**src/rtl/uart_mmio_controller.sv**
```systemverilog
// Memory-mapped UART controller for the SingleCycleCPU peripheral bus.
// Register map: 0=TXD, 1=RXD, 2=CON, 3=reserved.
// Bit timing is fixed by BIT_CYCLES, which is 100 MHz / 9600 baud by default.
module uart_mmio_controller #(
  parameter int unsigned BIT_CYCLES  = 10417,
  parameter int unsigned HALF_CYCLES = BIT_CYCLES / 2
) (
  input  logic        sysclk,
  input  logic        reset,
  input  logic        UART_RX,
  output logic        UART_TX,
  input  logic        rd,
  input  logic        wr,
  input  logic [1:0]  addr,
  input  logic [7:0]  wdata,
  output logic [31:0] rdata,
  output logic        irq
);

  localparam int unsigned CNT_W = (BIT_CYCLES > 2) ? $clog2(BIT_CYCLES) : 2;
  localparam logic [CNT_W-1:0] BIT_LAST  = CNT_W'(BIT_CYCLES - 1);
  localparam logic [CNT_W-1:0] HALF_LAST = CNT_W'(HALF_CYCLES - 1);

  typedef enum logic [2:0] {
    RX_IDLE,
    RX_START,
    RX_DATA,
    RX_STOP,
    RX_BREAK
  } rx_state_t;

  typedef enum logic [1:0] {
    TX_IDLE,
    TX_START,
    TX_DATA,
    TX_STOP
  } tx_state_t;

  // Bus decode
  logic txd_wr, con_wr, rxd_rd, con_rd;
  assign txd_wr = wr && (addr == 2'd0);
  assign con_wr = wr && (addr == 2'd2);
  assign rxd_rd = rd && (addr == 2'd1);
  assign con_rd = rd && (addr == 2'd2);

  // Control/status state
  logic       tx_irq_en, rx_irq_en;
  logic       tx_done, rx_valid, overrun, frame_err;
  logic [7:0] rx_data;
  logic [7:0] tx_hold;

  // ---------------------------------------------------------------- RX
  logic             rx_meta, rx_sync;
  rx_state_t        rx_state, rx_state_d;
  logic [CNT_W-1:0] rx_cnt;
  logic [2:0]       rx_bit;
  logic [7:0]       rx_shreg;
  logic             rx_tick, rx_half;
  logic             rx_run, rx_cnt_clr, rx_shift, rx_ok, rx_bad;

  assign rx_tick = (rx_cnt == BIT_LAST);
  assign rx_half = (rx_cnt == HALF_LAST);

  // Two-flop synchronizer; resets to idle-high so reset never looks like a start bit
  always_ff @(posedge sysclk or negedge reset) begin
    if (!reset) begin
      rx_meta <= 1'b1;
      rx_sync <= 1'b1;
    end else begin
      rx_meta <= UART_RX;
      rx_sync <= rx_meta;
    end
  end

  // RX state register
  always_ff @(posedge sysclk or negedge reset) begin
    if (!reset) rx_state <= RX_IDLE;
    else        rx_state <= rx_state_d;
  end

  // RX next-state logic
  always_comb begin
    rx_state_d = rx_state;
    unique case (rx_state)
      RX_IDLE:  if (!rx_sync) rx_state_d = RX_START;
      RX_START: if (rx_half) rx_state_d = rx_sync ? RX_IDLE : RX_DATA;
      RX_DATA:  if (rx_tick && (rx_bit == 3'd7)) rx_state_d = RX_STOP;
      RX_STOP:  if (rx_tick) rx_state_d = rx_sync ? RX_IDLE : RX_BREAK;
      RX_BREAK: if (rx_sync) rx_state_d = RX_IDLE;
      default:  rx_state_d = RX_IDLE;
    endcase
  end

  // RX strobes derived from state and counter
  always_comb begin
    rx_run     = (rx_state == RX_START) || (rx_state == RX_DATA) || (rx_state == RX_STOP);
    rx_cnt_clr = (rx_state_d != rx_state) || rx_tick;
    rx_shift   = (rx_state == RX_DATA) && rx_tick;
    rx_ok      = (rx_state == RX_STOP) && rx_tick && rx_sync;
    rx_bad     = (rx_state == RX_STOP) && rx_tick && !rx_sync;
  end

  // RX bit-timing counter and LSB-first shift register
  always_ff @(posedge sysclk or negedge reset) begin
    if (!reset) begin
      rx_cnt   <= '0;
      rx_bit   <= '0;
      rx_shreg <= '0;
    end else begin
      if (rx_cnt_clr)  rx_cnt <= '0;
      else if (rx_run) rx_cnt <= rx_cnt + 1'b1;
      if (rx_state == RX_IDLE) rx_bit <= '0;
      else if (rx_shift)       rx_bit <= rx_bit + 3'd1;
      if (rx_shift) rx_shreg <= {rx_sync, rx_shreg[7:1]};
    end
  end

  // ---------------------------------------------------------------- TX
  tx_state_t        tx_state, tx_state_d;
  logic [CNT_W-1:0] tx_cnt;
  logic [2:0]       tx_bit;
  logic [7:0]       tx_shreg;
  logic             tx_line;
  logic             tx_tick, tx_accept;
  logic             tx_run, tx_cnt_clr, tx_fin, tx_busy;

  assign tx_tick   = (tx_cnt == BIT_LAST);
  assign tx_accept = txd_wr && (tx_state == TX_IDLE);

  // TX state register
  always_ff @(posedge sysclk or negedge reset) begin
    if (!reset) tx_state <= TX_IDLE;
    else        tx_state <= tx_state_d;
  end

  // TX next-state logic
  always_comb begin
    tx_state_d = tx_state;
    unique case (tx_state)
      TX_IDLE:  if (tx_accept) tx_state_d = TX_START;
      TX_START: if (tx_tick) tx_state_d = TX_DATA;
      TX_DATA:  if (tx_tick && (tx_bit == 3'd7)) tx_state_d = TX_STOP;
      TX_STOP:  if (tx_tick) tx_state_d = TX_IDLE;
      default:  tx_state_d = TX_IDLE;
    endcase
  end

  // TX strobes derived from state and counter
  always_comb begin
    tx_busy    = (tx_state != TX_IDLE);
    tx_run     = tx_busy;
    tx_cnt_clr = (tx_state_d != tx_state) || tx_tick;
    tx_fin     = (tx_state == TX_STOP) && tx_tick;
  end

  // TX datapath; the line is registered and updated together with the state
  // change, so the serial output is glitch-free and each bit is exactly BIT_CYCLES.
  always_ff @(posedge sysclk or negedge reset) begin
    if (!reset) begin
      tx_cnt   <= '0;
      tx_bit   <= '0;
      tx_shreg <= '0;
      tx_hold  <= '0;
      tx_line  <= 1'b1;
    end else begin
      if (tx_cnt_clr)  tx_cnt <= '0;
      else if (tx_run) tx_cnt <= tx_cnt + 1'b1;
      if (tx_accept) begin
        tx_hold  <= wdata;
        tx_shreg <= wdata;
        tx_bit   <= '0;
        tx_line  <= 1'b0;
      end else if ((tx_state == TX_START) && tx_tick) begin
        tx_line <= tx_shreg[0];
      end else if ((tx_state == TX_DATA) && tx_tick) begin
        tx_shreg <= {1'b0, tx_shreg[7:1]};
        tx_bit   <= tx_bit + 3'd1;
        tx_line  <= (tx_bit == 3'd7) ? 1'b1 : tx_shreg[1];
      end
    end
  end

  assign UART_TX = tx_line;

  // ---------------------------------------------------------------- CON / RXD
  // Status flags: a set event always wins over a clear-on-read in the same cycle
  always_ff @(posedge sysclk or negedge reset) begin
    if (!reset) begin
      tx_irq_en <= 1'b0;
      rx_irq_en <= 1'b0;
      tx_done   <= 1'b0;
      rx_valid  <= 1'b0;
      overrun   <= 1'b0;
      frame_err <= 1'b0;
      rx_data   <= '0;
    end else begin
      if (con_wr) begin
        tx_irq_en <= wdata[0];
        rx_irq_en <= wdata[1];
      end
      if (rx_ok) rx_data <= rx_shreg;

      if (tx_fin)      tx_done <= 1'b1;
      else if (con_rd) tx_done <= 1'b0;

      if (rx_ok)       rx_valid <= 1'b1;
      else if (rxd_rd) rx_valid <= 1'b0;

      // A byte arriving in the same cycle as the RXD read replaces data that was consumed
      if (rx_ok && rx_valid && !rxd_rd) overrun <= 1'b1;
      else if (con_rd)                  overrun <= 1'b0;

      if (rx_bad)      frame_err <= 1'b1;
      else if (con_rd) frame_err <= 1'b0;
    end
  end

  // Registered interrupt request
  always_ff @(posedge sysclk or negedge reset) begin
    if (!reset) irq <= 1'b0;
    else        irq <= (tx_irq_en && tx_done) || (rx_irq_en && rx_valid);
  end

  // Combinational read mux, zero-extended and forced to 0 when not reading
  always_comb begin
    rdata = '0;
    if (rd) begin
      unique case (addr)
        2'd0:    rdata[7:0] = tx_hold;
        2'd1:    rdata[7:0] = rx_data;
        2'd2:    rdata[6:0] = {frame_err, overrun, tx_busy, rx_valid, tx_done, rx_irq_en, tx_irq_en};
        default: rdata      = '0;
      endcase
    end
  end

endmodule

```
**config.mk**
```make
export PLATFORM = sky130hd
export DESIGN_NAME = uart_mmio_controller
export DESIGN_NICKNAME = d
export VERILOG_FILES = /design/src/rtl/uart_mmio_controller.sv
export SDC_FILE = /design/constraint.sdc
export NUM_CORES = 1
export LEC_CHECK = 0
export BUFFER_PORTS_ARGS = -buffer_cell sky130_fd_sc_hd__buf_2
export CAP_MARGIN = 20
export CORE_ASPECT_RATIO = 0.6
export CORE_MARGIN = 5
export CORE_UTILIZATION = 35
export DETAILED_ROUTE_END_ITERATION = 12
export HOLD_SLACK_MARGIN = 0.15
export PLACE_DENSITY = 0.61
export SYNTH_ARGS = -nofsm -noshare
export SYNTH_HDL_FRONTEND = slang
export SYNTH_SLANG_ARGS = --single-unit
```
**constraint.sdc**
```tcl
create_clock -name sysclk -period 5 [get_ports sysclk]
set_clock_uncertainty 0.05 [all_clocks]
set_input_delay 0.5 -clock sysclk [delete_from_list [all_inputs] [get_ports sysclk]]
set_output_delay 0.5 -clock sysclk [all_outputs]
set_load 0.02 [all_outputs]
```
==> results.ini, run 1 <==
[route]
vias=2812
drt_pass1_iterations=4
drtAntennaViolNets=0
wl_per_cell_um=14.7
routed_wirelength_um=8590
drc=0
first_iter_violations=209
viasPerCell=4.81

[sta]
period_share=0.510
worstMarginPinSlew_ps=561
hold_viol=0
fin_crit_ps=2550
setup-violations-final=0
timing.slew.headroom=0.623
fmaxAchievable_mhz=392
drv_slew=0
rsz0062_at_grt=false
setup_ws_ps=2450
final.setup.tns_ps=0

[synthesis]
synth.avg_cell_area_um2=10.5
yosysTopAreaCellShare=0.467
netlist_instances=399
syn_area_um2=4180
ys_seq_area_frac=0.485
yosys.area.top_type=dfrtp_1
synth.distinct_cells=57
synthArstFlopShare=1.00
ys.flop_type=dfrtp_1
synth-edff-count=0
synthTopCellsByArea=dfrtp_1 (47%), buf_4 (5.0%), nand2_1 (4.3%)
yosys_warnings=0
ys_ff_latch=81

[placement]
finalWeightedCongestion=0.792
dp_hpwl_um=6120
place_ws_ps=2480
port_buffers=24

[floorplanning]
die_w_um=151
die_h_um=94.7
rows=30
start_util=0.364
core_area_um2=11500
ios=49
die-area_um2=14300

[layout]
diodes=0
final_common_cell=dfrtp_1
final_cell_mix=dfrtp_1 (78), nand2_1 (48), nor2_1 (30)
drive_above_1_share=0.169
nets=443
area_growth_pct=11.8

[min_path]
hp-class=input port to flip-flop
worstHoldStart=UART_RX
hold_end=rx_meta
min_path_cells=1

[setup_path]
worst_r2r_endpoint=rx_data[3]
worstSetupEndpointType=flip-flop
required_ps=5170
worstPathMaxFanout=10
worstSetupStartpointType=flip-flop
regToRegStartpoint=rx_cnt[3]
r2r_cells=4
path_class=flip-flop to flip-flop
r2r_slack_ps=2450
arrival_ps=2720

[power]
peakVddDrop_mv=0.152
total_leakage_power_nw=2.22
power_density_nw_per_um2=296

[grt]
track_usage=0.129
antenna_found_initial=0
grt_overflow=0
grt_pass1_wl_um=14400
grt_max_degree=82
grt_pass1_vias=2680

[cts]
cts.sinks=81
clock_tree.root_cell=clkbuf_16
clkLatencyLatePin_ps=340
htree_num_levels=3
cts_buffer_depth=2
clkTransAtPathRegs_ps=60
cts_buffers=9
tritoncts=built

[run_status]
status=completed

[job]
cap_violations=0

synth_stat cells (all sizes together), types with 3 or more instances:
master and instances:
nand3b 3, and2 11, and3 8, xnor2 14
o21ai 16, nand4 7, xor2 14, mux2 18
nor4 3, buf 30, mux2i 17, nand3 9
ha 8, nand2 48, nor3 4, dfrtp 78
nand2b 4, nor2b 4, and4 4, dfstp 3
inv 7, nor3b 3, clkbuf 10, a21oi 16
nor2 30
critical path, stage by stage (launching register included):
cell and delay (ps):
dfrtp_1 430, or4b_4 580, nor4_4 510, and3_1 480, mux2_2 380
final cells by class:
cell class                 count  area, um^2
clock inverter                 7        78.8
multi-input combinational    294        1950
sequential                    81        2030
clock buffer                   9         225
tap                          160         200
fill                        1125        6810
timing repair buffer          27         168
inverter                       7        26.3
power breakdown:
| part | internal (mW) | total, mW | switching, mW |
|---|---|---|---|
| registers | 0.660 | 0.664 | 0.00356 |
| clock network | 0.392 | 0.665 | 0.273 |
| logic | 0.0138 | 0.0554 | 0.0416 |
| total | 1.07 | 1.38 | 0.319 |
routing by layer:
| layer | track usage | part of all wire |
|---|---|---|
| met5 | 0 | 0 |
| met4 | 0.0339 | 0.0092 |
| met3 | 0.0350 | 0.037 |
| met2 | 0.175 | 0.42 |
| met1 | 0.199 | 0.53 |
per-stage QoR:
step | hold WS (ps) | power (mW) | cell area [um^2] | utilization | instances
global route | 188 | 1.44 | 4680 | 0.407 | 585
CTS | 195 | 1.40 | 4640 | 0.404 | 583
detailed placement | 301 | 0.728 | 4340 | 0.378 | 567
floorplan | 154 | 0.718 | 4270 | - | 422
global placement | 295 | 0.727 | 4340 | 0.378 | 567
finish | 206 | 1.38 | 4680 | 0.407 | 585
how the worst max path moves through the flow:
stage                 end  cells after the start  slack [ps]  startpoint
3_5_place_dp   rx_data[3]                      4        2480   rx_cnt[3]
4_1_cts        rx_data[7]                      4        2460   rx_cnt[3]
2_1_floorplan  rx_data[0]                      5        2780   rx_cnt[3]
5_1_grt         rx_cnt[4]                      5        2270   rx_cnt[3]
3_3_place_gp   rx_data[0]                      4        2550   rx_cnt[3]
6_report       rx_data[3]                      4        2450   rx_cnt[3]
sequential cells by signal (all words and copies together) (netlist names), 2 cells and up:
name / count
rx_bit: 3
rx_shreg: 8
rx_state: 3
rx_cnt: 14
tx_bit: 3
tx_state: 2
tx_hold: 8
tx_shreg: 8
rx_data: 8
tx_cnt: 14
cell families after synthesis:
kind of cell | after synthesis | share of synthesized area
buffers and inverters | 47 | 0.0691
AND/OR/NAND/NOR | 149 | 0.191
multiplexers | 35 | 0.0936
adder cells (fa/ha/maj) | 8 | 0.0239
other | 1 | 0.000897
AO/OA/AOI/OAI | 50 | 0.0778
flip-flops | 81 | 0.485
XOR/XNOR | 28 | 0.0586
timing repair:
action,4_1_cts,5_1_grt
hold endpoints to repair,0,8
resized for setup,0,0
buffers inserted,0,0
hold buffers,0,1
No activity file was read; power rests on OpenSTA's default activity.
==> inputs of run 2 (changes only) <==
- PLACE_DENSITY: 0.61 -> 0.63
- clock period: 5 -> 2.18 ns (I/O delays scaled with it)
==> results.ini, run 2 (synthesis results as in run 1) <==
[sta]
period_share=1.01
rsz0062_at_grt=true
worstMarginPinSlew_ps=673
drv_slew=0
setup_ws_ps=-24.2
timing.slew.headroom=0.548
fin_crit_ps=2200
final.setup.tns_ps=-249
fmaxAchievable_mhz=454
hold_viol=0
setup-violations-final=17

[route]
first_iter_violations=234
wl_per_cell_um=15.4
drt_pass1_iterations=4
viasPerCell=4.81
drtAntennaViolNets=0
routed_wirelength_um=9670
vias=3019
drc=0

[layout]
finalInstanceArea_um2=5160
drive_above_1_share=0.274
final_cells=628
area_growth_pct=23.4
nets=486
diodes=0
top_regs=rx_cnt (14), tx_cnt (14)
final_common_cell=dfrtp_1
final_cell_mix=dfrtp_1 (76), nand2_1 (47), nor2_1 (30), buf_4 (30), conb_1 (24)

[cts]
clkTransAtPathRegs_ps=60
htree_num_levels=3
tritoncts=built
cts_buffer_depth=2
cts_buffers=9
cts.sinks=81
clock_tree.root_cell=clkbuf_16
clkLatencyLatePin_ps=340

[setup_path]
regToRegStartpoint=rx_cnt[3]
cp_top_family=simple AND/OR/NAND/NOR gates
worstPathMaxFanout=7
r2r_cells=6
path_class=flip-flop to flip-flop
r2r_slack_ps=-20
worstSetupStartpointType=flip-flop
path_buf_inv=1
worstSetupEndpointType=flip-flop
path_cells=or4b_4 > nor4_4 > buf_4 > nand4b_1 > nand4_4 > a21oi_2
critPathMaxStageDelay_ps=580
arrival_ps=2370
crit_slowest_cell=or4b_4
worst_r2r_endpoint=rx_cnt[4]
required_ps=2350

[grt]
grt_overflow=0
grt_max_degree=51
grt_pass1_vias=2938
track_usage=0.137
antenna_found_initial=0
grt_pass1_wl_um=15200

[placement]
place_inst=584
place_ws_ps=-171
port_buffers=24
dp_hpwl_um=6570
dpl_cell_area_um2=4470
finalWeightedCongestion=0.860

[power]
switchingPower_mw=0.690
p_int_mw=2.47
p_total_mw=3.16
pwr-share-clk=0.474
power_density_nw_per_um2=612
total_leakage_power_nw=2.43
pwr-share-seq=0.482
p_comb_frac=0.044
power.share.switching=0.218
peakVddDrop_mv=0.365

[job]
cap_violations=0

[min_path]
hp-class=input port to flip-flop
hold_end=overrun
worstHoldStart=rd
min_path_cells=2

[run_status]
status=finished with violations
violations=setup timing

[floorplanning]
ios=49
rows=30
die-area_um2=14300
start_util=0.364
core_area_um2=11500
die_h_um=94.7
die_w_um=151

## run 2: routing by layer
| metal | vias to the layer above | wire length (um) | GRT usage |
|---|---|---|---|
| met5 | - | 0 | 0 |
| met4 | 0 | 78 | 0.0422 |
| met2 | 49 | 4350 | 0.193 |
| met1 | 1503 | 4870 | 0.204 |
| li1 | 1461 | - | - |
| met3 | 6 | 371 | 0.0379 |
## run 2: cell type report
cell class                      instances  area, um^2
Timing Repair Buffer                   69         508
Tap cell                              160         200
Fill cell                            1094        6320
Clock buffer                           11         243
Multi-Input combinational cell        295        2100
Clock inverter                          5        55.1
Inverter                                7        26.3
Sequential cell                        81        2030
## run 2: power groups by stage
stage | combinational [mW] | clock [mW] | sequential [mW]
finish | 0.140 | 1.50 | 1.52
global route | 0.158 | 1.60 | 1.52
CTS | 0.142 | 1.53 | 1.52
detailed placement | 0.128 | 0 | 1.55
global placement | 0.125 | 0 | 1.55
floorplan | 0.100 | 0 | 1.55
## run 2: how the worst max path moves through the flow
stage	start	to	slack, ps	cells after the start
6_report	rx_cnt[3]	rx_cnt[4]	-20	6
3_5_place_dp	rx_cnt[3]	rx_cnt[6]	-170	5
5_1_grt	rx_cnt[5]	rx_cnt[9]	-110	6
4_1_cts	rx_cnt[3]	rx_cnt[3]	4	6
3_3_place_gp	rx_cnt[3]	rx_cnt[4]	-60	5
2_1_floorplan	rx_cnt[3]	rx_data[0]	30	5
## run 2: timing repair
action                                  CTS  global route
cloned                                    1             1
hold buffers                             10             0
setup buffers                             8             8
endpoints found under the hold margin    60             0
pin swaps                                 1             5
endpoints found under the setup margin   14            23
resized for setup                         2            36
## run 2: through the flow
stage,utilization,hold WS (ps)
3_3_place_gp,0.389,220
2_1_floorplan,-,-128
3_5_place_dp,0.389,246
4_1_cts,0.431,152
6_report,0.449,148
5_1_grt,0.449,173
## run 2: worst register-to-register path: stages, from the launching register on
cell      delay, ps
dfrtp_1         380
or4b_4          580
nor4_4          230
buf_4           210
nand4b_1        260
nand4_4         300
a21oi_2          80
==> inputs of run 3 (changes only) <==
- CTS_BUF_LIST: unset -> sky130_fd_sc_hd__clkbuf_16
==> results.ini, run 3 (synthesis results as in run 1) <==
[floorplanning]
start_util=0.364
die_w_um=151
die-area_um2=14300
die_h_um=94.7
ios=49
rows=30
core_area_um2=11500

[setup_path]
r2r_slack_ps=-20
required_ps=2350
worstPathMaxFanout=5
cp_top_family=simple AND/OR/NAND/NOR gates
crit_slowest_cell=or4b_4
path_buf_inv=2
arrival_ps=2370
critPathMaxStageDelay_ps=580
worstSetupEndpointType=flip-flop
path_cells=or4b_4 > nor4_4 > buf_4 > and3_4 > buf_6 > mux2_2
worstSetupStartpointType=flip-flop
path_class=flip-flop to flip-flop

[layout]
diodes=0
nets=486
final_cell_mix=dfrtp_1 (76), nand2_1 (47), nor2_1 (30), buf_4 (30), conb_1 (24)
final_common_cell=dfrtp_1
top_regs=rx_cnt (14), tx_cnt (14)
area_growth_pct=23.2
drive_above_1_share=0.271
finalInstanceArea_um2=5150

[power]
total_leakage_power_nw=2.43
p_total_mw=3.12
p_comb_frac=0.045
peakVddDrop_mv=0.364
pwr-share-clk=0.467
pwr-share-seq=0.488
switchingPower_mw=0.688
power.share.switching=0.221
p_int_mw=2.43
power_density_nw_per_um2=605

[route]
wl_per_cell_um=15.4
viasPerCell=4.81
first_iter_violations=235
drt_pass1_iterations=5
drtAntennaViolNets=0
routed_wirelength_um=9680
drc=0
vias=3020

[cts]
clkLatencyLatePin_ps=340
tritoncts=built
clkTransAtPathRegs_ps=60
cts_buffer_depth=2
clock_tree.root_cell=clkbuf_16
cts_buffers=9
cts.sinks=81
htree_num_levels=3

[run_status]
status=finished with violations
violations=setup timing

[grt]
antenna_found_initial=0
grt_pass1_wl_um=15200
track_usage=0.137
grt_overflow=0
grt_pass1_vias=2938
grt_max_degree=51

[placement]
finalWeightedCongestion=0.860
dp_hpwl_um=6570
dpl_cell_area_um2=4470
port_buffers=24
place_ws_ps=-171

[job]
cap_violations=0

[sta]
final.setup.tns_ps=-130
worstMarginPinSlew_ps=688
setup_ws_ps=-18.8
setup-violations-final=13
rsz0062_at_grt=true
fin_crit_ps=2200
period_share=1.01
drv_slew=0
timing.slew.headroom=0.538
hold_viol=0
fmaxAchievable_mhz=455

[min_path]
hp-class=input port to flip-flop

==> run 3: per-layer routing <==
layer / vias to the layer above / share of wire / wire [um] / track usage
met5: - / 0 / 0 / 0
met4: 0 / 0.0052 / 50 / 0.0422
met3: 4 / 0.043 / 414 / 0.0379
met2: 54 / 0.45 / 4360 / 0.193
met1: 1502 / 0.50 / 4850 / 0.204
li1: 1460 / - / - / -
==> run 3: worst paths after layout <==
path,startpoint,to,cells after the start
max,rx_cnt[3],rx_data[7],6
min,rd,overrun,2
max reg2reg,rx_cnt[3],rx_data[7],6
min reg2reg,rx_meta,rx_sync,0
max in group asynchronous,reset,tx_cnt[1],3
min in group asynchronous,reset,tx_cnt[6],2
==> run 3: cell type report <==
class / count / area [um^2]
Timing Repair Buffer: 69 / 508
Sequential cell: 81 / 2030
Clock inverter: 7 / 62.6
Clock buffer: 9 / 225
Inverter: 7 / 26.3
Multi-Input combinational cell: 295 / 2100
Fill cell: 1095 / 6330
Tap cell: 160 / 200
==> run 3: power groups by stage <==
stage               clock (mW)  combinational [mW]  sequential [mW]
global route              1.56               0.158             1.52
global placement             0               0.125             1.55
CTS                       1.49               0.142             1.52
finish                    1.45               0.140             1.52
floorplan                    0               0.100             1.55
detailed placement           0               0.128             1.55
==> run 3: timing repair <==
item	4_1_cts	5_1_grt
endpoints found under the hold margin	60	0
buffers inserted	8	8
endpoints found under the setup margin	14	23
cloned	1	1
resized for setup	2	36
pin swaps	1	5
hold buffers	10	0
==> run 3: metrics by stage <==
stage                util  hold WS, ps  std cells
floorplan               -         -128        422
global placement    0.389          220        584
detailed placement  0.389          246        584
CTS                 0.430          152        619
global route        0.449          173        628
finish              0.449          148        628
